===== config.mk =====
export PLATFORM = sky130hd
export DESIGN_NAME = pipeline_ctrl
export DESIGN_NICKNAME = d
export VERILOG_FILES = /design/src/rtl/pipeline_ctrl_pkg.sv /design/src/rtl/pipeline_ctrl_hazard_scoreboard.sv /design/src/rtl/pipeline_ctrl.sv
export SDC_FILE = /design/constraint.sdc
export NUM_CORES = 1
export LEC_CHECK = 0
export ABC_CLOCK_PERIOD_IN_PS = 2600
export CAP_MARGIN = 25
export CORE_UTILIZATION = 35
export CTS_CLUSTER_DIAMETER = 150
export DETAILED_ROUTE_END_ITERATION = 16
export GPL_ROUTABILITY_DRIVEN = 0
export PLACE_DENSITY_LB_ADDON = 0.25
export REMOVE_ABC_BUFFERS = 1
export SLEW_MARGIN = 40
export SYNTH_ARGS = -nofsm -noshare
export SYNTH_HDL_FRONTEND = slang
export SYNTH_SLANG_ARGS = --single-unit

===== constraint.sdc =====
create_clock -name clk -period 2.6 [get_ports clk]
set_input_delay 0.39 -clock clk [delete_from_list [all_inputs] [get_ports clk]]
set_output_delay 0.39 -clock clk [all_outputs]
set_load 0.01 [all_outputs]

===== src/rtl/pipeline_ctrl_pkg.sv =====
// -----------------------------------------------------------------------------
// pipeline_ctrl_pkg
// Shared types and constants for the 5-stage RV32 hazard controller.
//   - fwd_sel_e      : EX operand source encoding (register file / MEM / WB)
//   - SB_* indices   : scoreboard entry positions (EX is the youngest entry)
//   - ctrl_cause_e   : which rule currently owns the pipeline controls
//   - hz_ctrl_t      : bundle of stall/bubble/flush controls
//   - fwd_pick()     : forward-source selection from per-entry matches
// -----------------------------------------------------------------------------
package pipeline_ctrl_pkg;

  typedef enum logic [1:0] {
    FWD_RF  = 2'd0,
    FWD_MEM = 2'd1,
    FWD_WB  = 2'd2
  } fwd_sel_e;

  localparam int SB_DEPTH = 3;
  localparam int SB_EX    = 0;
  localparam int SB_MEM   = 1;
  localparam int SB_WB    = 2;

  typedef enum logic [2:0] {
    CAUSE_NONE     = 3'd0,
    CAUSE_RESET    = 3'd1,
    CAUSE_REDIRECT = 3'd2,
    CAUSE_HAZARD   = 3'd3,
    CAUSE_JUMP     = 3'd4
  } ctrl_cause_e;

  typedef struct packed {
    logic stall_if;
    logic stall_id;
    logic bubble_ex;
    logic flush_if;
  } hz_ctrl_t;

  // The producer one stage ahead (now in EX) is the youngest, so it wins over
  // an older producer of the same register sitting in MEM.
  function automatic fwd_sel_e fwd_pick(input logic ex_match, input logic mem_match);
    fwd_sel_e sel;
    if (ex_match) begin
      sel = FWD_MEM;
    end else if (mem_match) begin
      sel = FWD_WB;
    end else begin
      sel = FWD_RF;
    end
    return sel;
  endfunction

endpackage


===== src/rtl/pipeline_ctrl_hazard_scoreboard.sv =====
// -----------------------------------------------------------------------------
// hazard_scoreboard
// Three-entry shift register of in-flight destination registers
// (EX -> MEM -> WB) and per-entry source-match vectors.
// Ports:
//   clk, rst                 clock, synchronous active-high reset
//   push_vld/push_rd/
//   push_is_load             instruction issuing into EX this cycle (writes rd)
//   rs1/rs1_vld, rs2/rs2_vld source operands of the instruction in ID
//   rs1_match, rs2_match     bit i set when entry i produces that source
//   ent_is_load              bit i set when entry i is a load
// -----------------------------------------------------------------------------
module hazard_scoreboard
  import pipeline_ctrl_pkg::*;
#(
  parameter int REG_AW = 5
) (
  input  logic                clk,
  input  logic                rst,
  input  logic                push_vld,
  input  logic [REG_AW-1:0]   push_rd,
  input  logic                push_is_load,
  input  logic [REG_AW-1:0]   rs1,
  input  logic                rs1_vld,
  input  logic [REG_AW-1:0]   rs2,
  input  logic                rs2_vld,
  output logic [SB_DEPTH-1:0] rs1_match,
  output logic [SB_DEPTH-1:0] rs2_match,
  output logic [SB_DEPTH-1:0] ent_is_load
);

  logic [SB_DEPTH-1:0] vld_r;
  logic [SB_DEPTH-1:0] ld_r;
  logic [REG_AW-1:0]   rd_r [SB_DEPTH];

  // Advance every entry one stage per cycle; a non-issuing cycle inserts an empty entry.
  always_ff @(posedge clk) begin
    if (rst) begin
      vld_r <= {SB_DEPTH{1'b0}};
      ld_r  <= {SB_DEPTH{1'b0}};
      for (int i = 0; i < SB_DEPTH; i++) begin
        rd_r[i] <= {REG_AW{1'b0}};
      end
    end else begin
      vld_r   <= {vld_r[SB_DEPTH-2:0], push_vld};
      ld_r    <= {ld_r[SB_DEPTH-2:0], push_vld & push_is_load};
      rd_r[0] <= push_rd;
      for (int i = 1; i < SB_DEPTH; i++) begin
        rd_r[i] <= rd_r[i-1];
      end
    end
  end

  // Per-entry source matching; x0 is hardwired to zero and never matches.
  always_comb begin
    rs1_match = {SB_DEPTH{1'b0}};
    rs2_match = {SB_DEPTH{1'b0}};
    for (int i = 0; i < SB_DEPTH; i++) begin
      rs1_match[i] = rs1_vld && (rs1 != {REG_AW{1'b0}}) && vld_r[i] && (rd_r[i] == rs1);
      rs2_match[i] = rs2_vld && (rs2 != {REG_AW{1'b0}}) && vld_r[i] && (rd_r[i] == rs2);
    end
  end

  assign ent_is_load = ld_r;

endmodule


===== src/rtl/pipeline_ctrl.sv =====
// -----------------------------------------------------------------------------
// pipeline_ctrl
// Hazard controller for the 5-stage RV32 core. Generates stall/bubble/flush
// controls for the IF/ID and ID/EX registers, registered EX forward selects
// and a stall-cycle performance counter.
//
// Build option: define FORWARD_EN to enable operand forwarding (only load-use
// stalls). Without it every RAW on an EX/MEM producer stalls and the forward
// selects are constant 0.
//
// Ports:
//   clk, rst                    clock, synchronous active-high reset
//   id_vld                      ID holds a valid instruction
//   id_rs1/id_rs2(+_vld)        source registers and their use flags
//   id_rd/id_rd_vld             destination register and write flag
//   id_is_load                  ID instruction is a load
//   id_jmp_vld                  JAL decoded in ID
//   ex_redirect                 taken branch / JALR resolved in EX
//   stall_if, stall_id          hold PC + IF/ID, hold ID
//   bubble_ex                   insert NOP into ID/EX
//   flush_if                    invalidate IF/ID
//   fwd_rs1_sel, fwd_rs2_sel    EX operand source (0 = RF, 1 = MEM, 2 = WB)
//   stall_cnt                   cycles spent stalled on a hazard
// -----------------------------------------------------------------------------
module pipeline_ctrl
  import pipeline_ctrl_pkg::*;
#(
  parameter int REG_AW = 5,
  parameter int CNT_W  = 32
) (
  input  logic              clk,
  input  logic              rst,
  input  logic              id_vld,
  input  logic [REG_AW-1:0] id_rs1,
  input  logic [REG_AW-1:0] id_rs2,
  input  logic              id_rs1_vld,
  input  logic              id_rs2_vld,
  input  logic [REG_AW-1:0] id_rd,
  input  logic              id_rd_vld,
  input  logic              id_is_load,
  input  logic              id_jmp_vld,
  input  logic              ex_redirect,
  output logic              stall_if,
  output logic              stall_id,
  output logic              bubble_ex,
  output logic              flush_if,
  output logic [1:0]        fwd_rs1_sel,
  output logic [1:0]        fwd_rs2_sel,
  output logic [CNT_W-1:0]  stall_cnt
);

  logic [SB_DEPTH-1:0] rs1_match_s;
  logic [SB_DEPTH-1:0] rs2_match_s;
  logic [SB_DEPTH-1:0] ent_is_load_s;
  logic                hazard_s;
  logic                issue_s;
  logic                push_vld_s;
  ctrl_cause_e         cause_s;
  hz_ctrl_t            ctrl_s;
  logic [CNT_W-1:0]    stall_cnt_r;
  logic                sb_unused_s;

  hazard_scoreboard #(
    .REG_AW (REG_AW)
  ) u_scoreboard (
    .clk          (clk),
    .rst          (rst),
    .push_vld     (push_vld_s),
    .push_rd      (id_rd),
    .push_is_load (id_is_load),
    .rs1          (id_rs1),
    .rs1_vld      (id_rs1_vld),
    .rs2          (id_rs2),
    .rs2_vld      (id_rs2_vld),
    .rs1_match    (rs1_match_s),
    .rs2_match    (rs2_match_s),
    .ent_is_load  (ent_is_load_s)
  );

  // The WB entry never causes a hazard (write-before-read regfile); some
  // entry flags are only consumed in the forwarding build.
  assign sb_unused_s = ^{rs1_match_s[SB_WB], rs2_match_s[SB_WB], ent_is_load_s};

  // RAW hazard detection; an invalid ID slot carries no real sources.
  always_comb begin
    hazard_s = 1'b0;
    if (id_vld) begin
`ifdef FORWARD_EN
      hazard_s = (rs1_match_s[SB_EX] | rs2_match_s[SB_EX]) & ent_is_load_s[SB_EX];
`else
      hazard_s = rs1_match_s[SB_EX] | rs1_match_s[SB_MEM] |
                 rs2_match_s[SB_EX] | rs2_match_s[SB_MEM];
`endif
    end else begin
      hazard_s = 1'b0;
    end
  end

  assign issue_s    = id_vld & ~hazard_s & ~ex_redirect;
  assign push_vld_s = issue_s & id_rd_vld & (id_rd != {REG_AW{1'b0}});

  // Pick the highest-priority rule owning the controls this cycle.
  always_comb begin
    cause_s = CAUSE_NONE;
    if (rst) begin
      cause_s = CAUSE_RESET;
    end else if (ex_redirect) begin
      // ID holds a wrong-path instruction, so its hazard is irrelevant.
      cause_s = CAUSE_REDIRECT;
    end else if (hazard_s) begin
      cause_s = CAUSE_HAZARD;
    end else if (id_vld & id_jmp_vld) begin
      cause_s = CAUSE_JUMP;
    end else begin
      cause_s = CAUSE_NONE;
    end
  end

  // Decode the owning rule into the control bundle.
  always_comb begin
    ctrl_s = '{stall_if: 1'b0, stall_id: 1'b0, bubble_ex: 1'b0, flush_if: 1'b0};
    case (cause_s)
      CAUSE_RESET, CAUSE_REDIRECT: begin
        ctrl_s.flush_if  = 1'b1;
        ctrl_s.bubble_ex = 1'b1;
      end
      CAUSE_HAZARD: begin
        ctrl_s.stall_if  = 1'b1;
        ctrl_s.stall_id  = 1'b1;
        ctrl_s.bubble_ex = 1'b1;
      end
      CAUSE_JUMP: begin
        ctrl_s.flush_if = 1'b1;
      end
      CAUSE_NONE: begin
        ctrl_s = '{stall_if: 1'b0, stall_id: 1'b0, bubble_ex: 1'b0, flush_if: 1'b0};
      end
      default: begin
        ctrl_s = '{stall_if: 1'b0, stall_id: 1'b0, bubble_ex: 1'b1, flush_if: 1'b1};
      end
    endcase
  end

  assign stall_if  = ctrl_s.stall_if;
  assign stall_id  = ctrl_s.stall_id;
  assign bubble_ex = ctrl_s.bubble_ex;
  assign flush_if  = ctrl_s.flush_if;

  // Count hazard-stall cycles; wraps naturally at 2^CNT_W.
  always_ff @(posedge clk) begin
    if (rst) begin
      stall_cnt_r <= {CNT_W{1'b0}};
    end else if (ctrl_s.stall_id) begin
      stall_cnt_r <= stall_cnt_r + {{(CNT_W-1){1'b0}}, 1'b1};
    end else begin
      stall_cnt_r <= stall_cnt_r;
    end
  end

  assign stall_cnt = stall_cnt_r;

`ifdef FORWARD_EN
  logic [1:0] fwd_rs1_r;
  logic [1:0] fwd_rs2_r;

  // Forward selects travel with the instruction into EX; anything that is
  // not an issuing instruction (bubble or empty slot) reads the regfile.
  always_ff @(posedge clk) begin
    if (rst) begin
      fwd_rs1_r <= FWD_RF;
      fwd_rs2_r <= FWD_RF;
    end else if (issue_s) begin
      fwd_rs1_r <= fwd_pick(rs1_match_s[SB_EX], rs1_match_s[SB_MEM]);
      fwd_rs2_r <= fwd_pick(rs2_match_s[SB_EX], rs2_match_s[SB_MEM]);
    end else begin
      fwd_rs1_r <= FWD_RF;
      fwd_rs2_r <= FWD_RF;
    end
  end

  assign fwd_rs1_sel = fwd_rs1_r;
  assign fwd_rs2_sel = fwd_rs2_r;
`else
  assign fwd_rs1_sel = 2'd0;
  assign fwd_rs2_sel = 2'd0;
`endif

endmodule


==> out/metrics.yaml <==
r2r_slack_ns: 0.29
cap_violations: 0
fill_cells: 630
grt_pass1_wl_mm: 10.2
min_period_over_period: 0.949
initial_core_util: 0.368
synth_ff_type: "dfxtp_1"
dieArea_um2: 7130
grt_max_degree: 44
diodes: 0
syn_area_per_cell_um2: 8.68
fp.dieH_um: 84.4
leakage_uw: 0.00112
seq_area_frac_synth: 0.371
clk_pin_slew_worst_paths_ns: 0.08
critPathLaunchType: "input port"
globalRoute.busiestLayer: "met2"
cp-startpoint: "id_rs2[0]"
cts.sinks: 44
hpwl_mm: 4.12
worstPathMaxFanout: 4
grt_overflow: 0
grt_setup_unrepaired: "no"
ir_drop_v: 0.000221
ys_ff_latch: 44
fmax_ghz: 0.405
finalWirelength_mm: 5.99
finalInstanceArea_um2: 3210
numCtsBuffers: 5
reg2reg_to: "stall_cnt[11]$_SDFFE_PP0N_"
slew_viol_final: 0
place_area_um2: 3020
drive_gt1_frac: 0.108
hold_viol_final: 0
nets: 356
outcome: "finished, violations left"
crit_cells: 9
critPathArrivalTime_ns: 2.08
syn_to_final_growth_pct: 35.1
violations: "DRC"
clk_latency_ns: 0.30
num_rows: 29
cts_buffer_depth: 2
port_buffers: 58
root_buffer: "clkbuf_8"
endpoint_kind: "primary output"
cts_tree: "done"
finalSetupViolCount: 0
use_met1: 0.227
drt_iter0_drc: 186
num_io_pins: 64
multi_input_area_um2: 1420
vias: 2326
die_w_um: 84.4
p_total_uw: 1260
crit_end: "flush_if"
crit_buf_inv: 3
ant_nets: 0
reg2regPathDepth: 8
crit_top_cell: "dlygate4sd2_1"
crit_family: "buffers and inverters"
via_per_inst: 5.69
crit_slowest_cell: "nor4_2"
seqCellArea_um2: 881
synthesis.area_um2: 2380
yosysUniqueCellTypes: 31
grt_use_met2: 0.296
synth_edf_count: 0
synth_cells: 274
clock_skew_ns: 0.00501
critical_path_required_ns: 2.21
met3_usage: 0.0285
gr-usage-all-layers: 0.175
wl_per_cell_um: 14.7
htree_levels: 2
worstHoldPathType: "register to register"
ys_warn_count: 0
r2r_start: "u_scoreboard.rd_r[0][9]$_SDFF_PP0_"
first_pass_iters: 13
core_um2: 6460
fin_crit_ns: 2.47
grt_pass1_vias: 2227
holdWs_ns: 0.486
antenna_found_initial: 0
final_cell_mix: "44 x clkdlybuf4s50_1, 44 x dfxtp_1, 31 x or4_1, 30 x o31ai_1, 30 x a21oi_1"
p_per_area_nw_per_um2: 394
crit_type: "input port to primary output"
synthArstFlopShare: 0
drc_errors: 6
worst_path_largest_cell_delay_ns: 0.32
crit_path_cell_trace: "dlygate4sd2_1 -> buf_4 -> xor2_1 -> nor4_2 -> a32oi_2 -> o22a_4 -> nand3_1 -> nand2_1 -> dlygate4sd2_1"
-- layer usage --
layer  vias up  part of all wire  wire, um
li1       1154                 -         -
met1      1094              0.45      2710
met2        73              0.47      2830
met3         5             0.065       389
met4         0            0.0098        59
met5         -                 0         0
-- cell usage after synthesis (all sizes together), types with 3 or more instances --
cell type / count / area (um^2)
clkbuf: 13 / 48.8
o21ai: 3 / 15.0
nor2: 5 / 18.8
inv: 4 / 15.0
xnor2: 5 / 43.8
and2: 4 / 25.0
dfxtp: 44 / 881
nor2b: 12 / 75.1
buf: 13 / 96.3
o31ai: 30 / 225
nand4: 10 / 62.6
a21oi: 30 / 150
and4: 6 / 52.6
nand3: 13 / 65.1
nand2: 11 / 41.3
xor2: 16 / 140
and3: 7 / 43.8
or4: 33 / 248
nor4: 5 / 37.5
-- kinds of logic after synthesis --
| logic type | after synthesis | share of synthesized area |
|---|---|---|
| fa+ha+maj | 1 | 0.00526 |
| simple gates | 109 | 0.291 |
| flops | 44 | 0.371 |
| buf+inv | 30 | 0.0674 |
| xor+xnor | 21 | 0.0774 |
| mux | 1 | 0.00421 |
| compound gates | 67 | 0.183 |
| other cells | 1 | 0.00158 |
-- power breakdown --
| group | internal (uW) | switching, uW | total, uW |
|---|---|---|---|
| Clock | 212 | 238 | 450 |
| Sequential | 681 | 8.12 | 689 |
| Combinational | 62.0 | 62.8 | 125 |
| Total | 955 | 308 | 1260 |
-- final cells by class --
class                   count  area share
flip-flops and latches     44       0.274
multi-input cells         203       0.441
clock buffers               6      0.0257
clock inverters             2     0.00312
inverters                   4     0.00468
well taps                  77      0.0300
repair buffers             73       0.221
-- timing repair --
item,CTS,global route
pin swaps,4,7
gates resized for setup,11,17
hold endpoints to repair,0,0
hold buffers,0,0
setup endpoints to repair,4,34
buffers inserted,2,0
-- state kept, by name, summed over array words and instances, names as in the netlist --
| register | flops |
|---|---|
| stall_cnt | 32 |
| u_scoreboard.rd_r | 10 |
| u_scoreboard.vld_r | 2 |
-- worst min path at each step --
stage,startpoint,end,slack [ns],cells past startpoint
4_1_cts,u_scoreboard.vld_r[0]$_SDFF_PP0_,u_scoreboard.vld_r[1]$_SDFF_PP0_,0.48,1
2_1_floorplan,u_scoreboard.vld_r[0]$_SDFF_PP0_,u_scoreboard.vld_r[1]$_SDFF_PP0_,0.44,1
3_3_place_gp,stall_cnt[31]$_SDFFE_PP0N_,stall_cnt[31]$_SDFFE_PP0N_,0.46,2
6_report,u_scoreboard.vld_r[0]$_SDFF_PP0_,u_scoreboard.vld_r[1]$_SDFF_PP0_,0.49,1
5_1_grt,u_scoreboard.vld_r[0]$_SDFF_PP0_,u_scoreboard.vld_r[1]$_SDFF_PP0_,0.50,1
3_5_place_dp,u_scoreboard.vld_r[0]$_SDFF_PP0_,u_scoreboard.vld_r[1]$_SDFF_PP0_,0.47,1
-- per-stage QoR --
stage	instances	utilization	TNS, ns	setup slack [ns]
3_3_place_gp	399	0.468	-3.63	-0.298
5_1_grt	409	0.497	0	0.0393
4_1_cts	409	0.485	0	0.000109
3_5_place_dp	399	0.468	-5.76	-0.355
2_1_floorplan	251	-	0	0.350
6_report	409	0.497	0	0.133
-- worst register-to-register path, cell delays in order, from the launching register on --
cell	delay, ns
dfxtp_1	0.34
xor2_1	0.17
nor4_2	0.30
a32oi_2	0.17
o22a_4	0.30
buf_4	0.15
buf_6	0.17
or4_1	0.49
a21oi_1	0.16
Note: power is estimated with default switching activity, not from simulation.
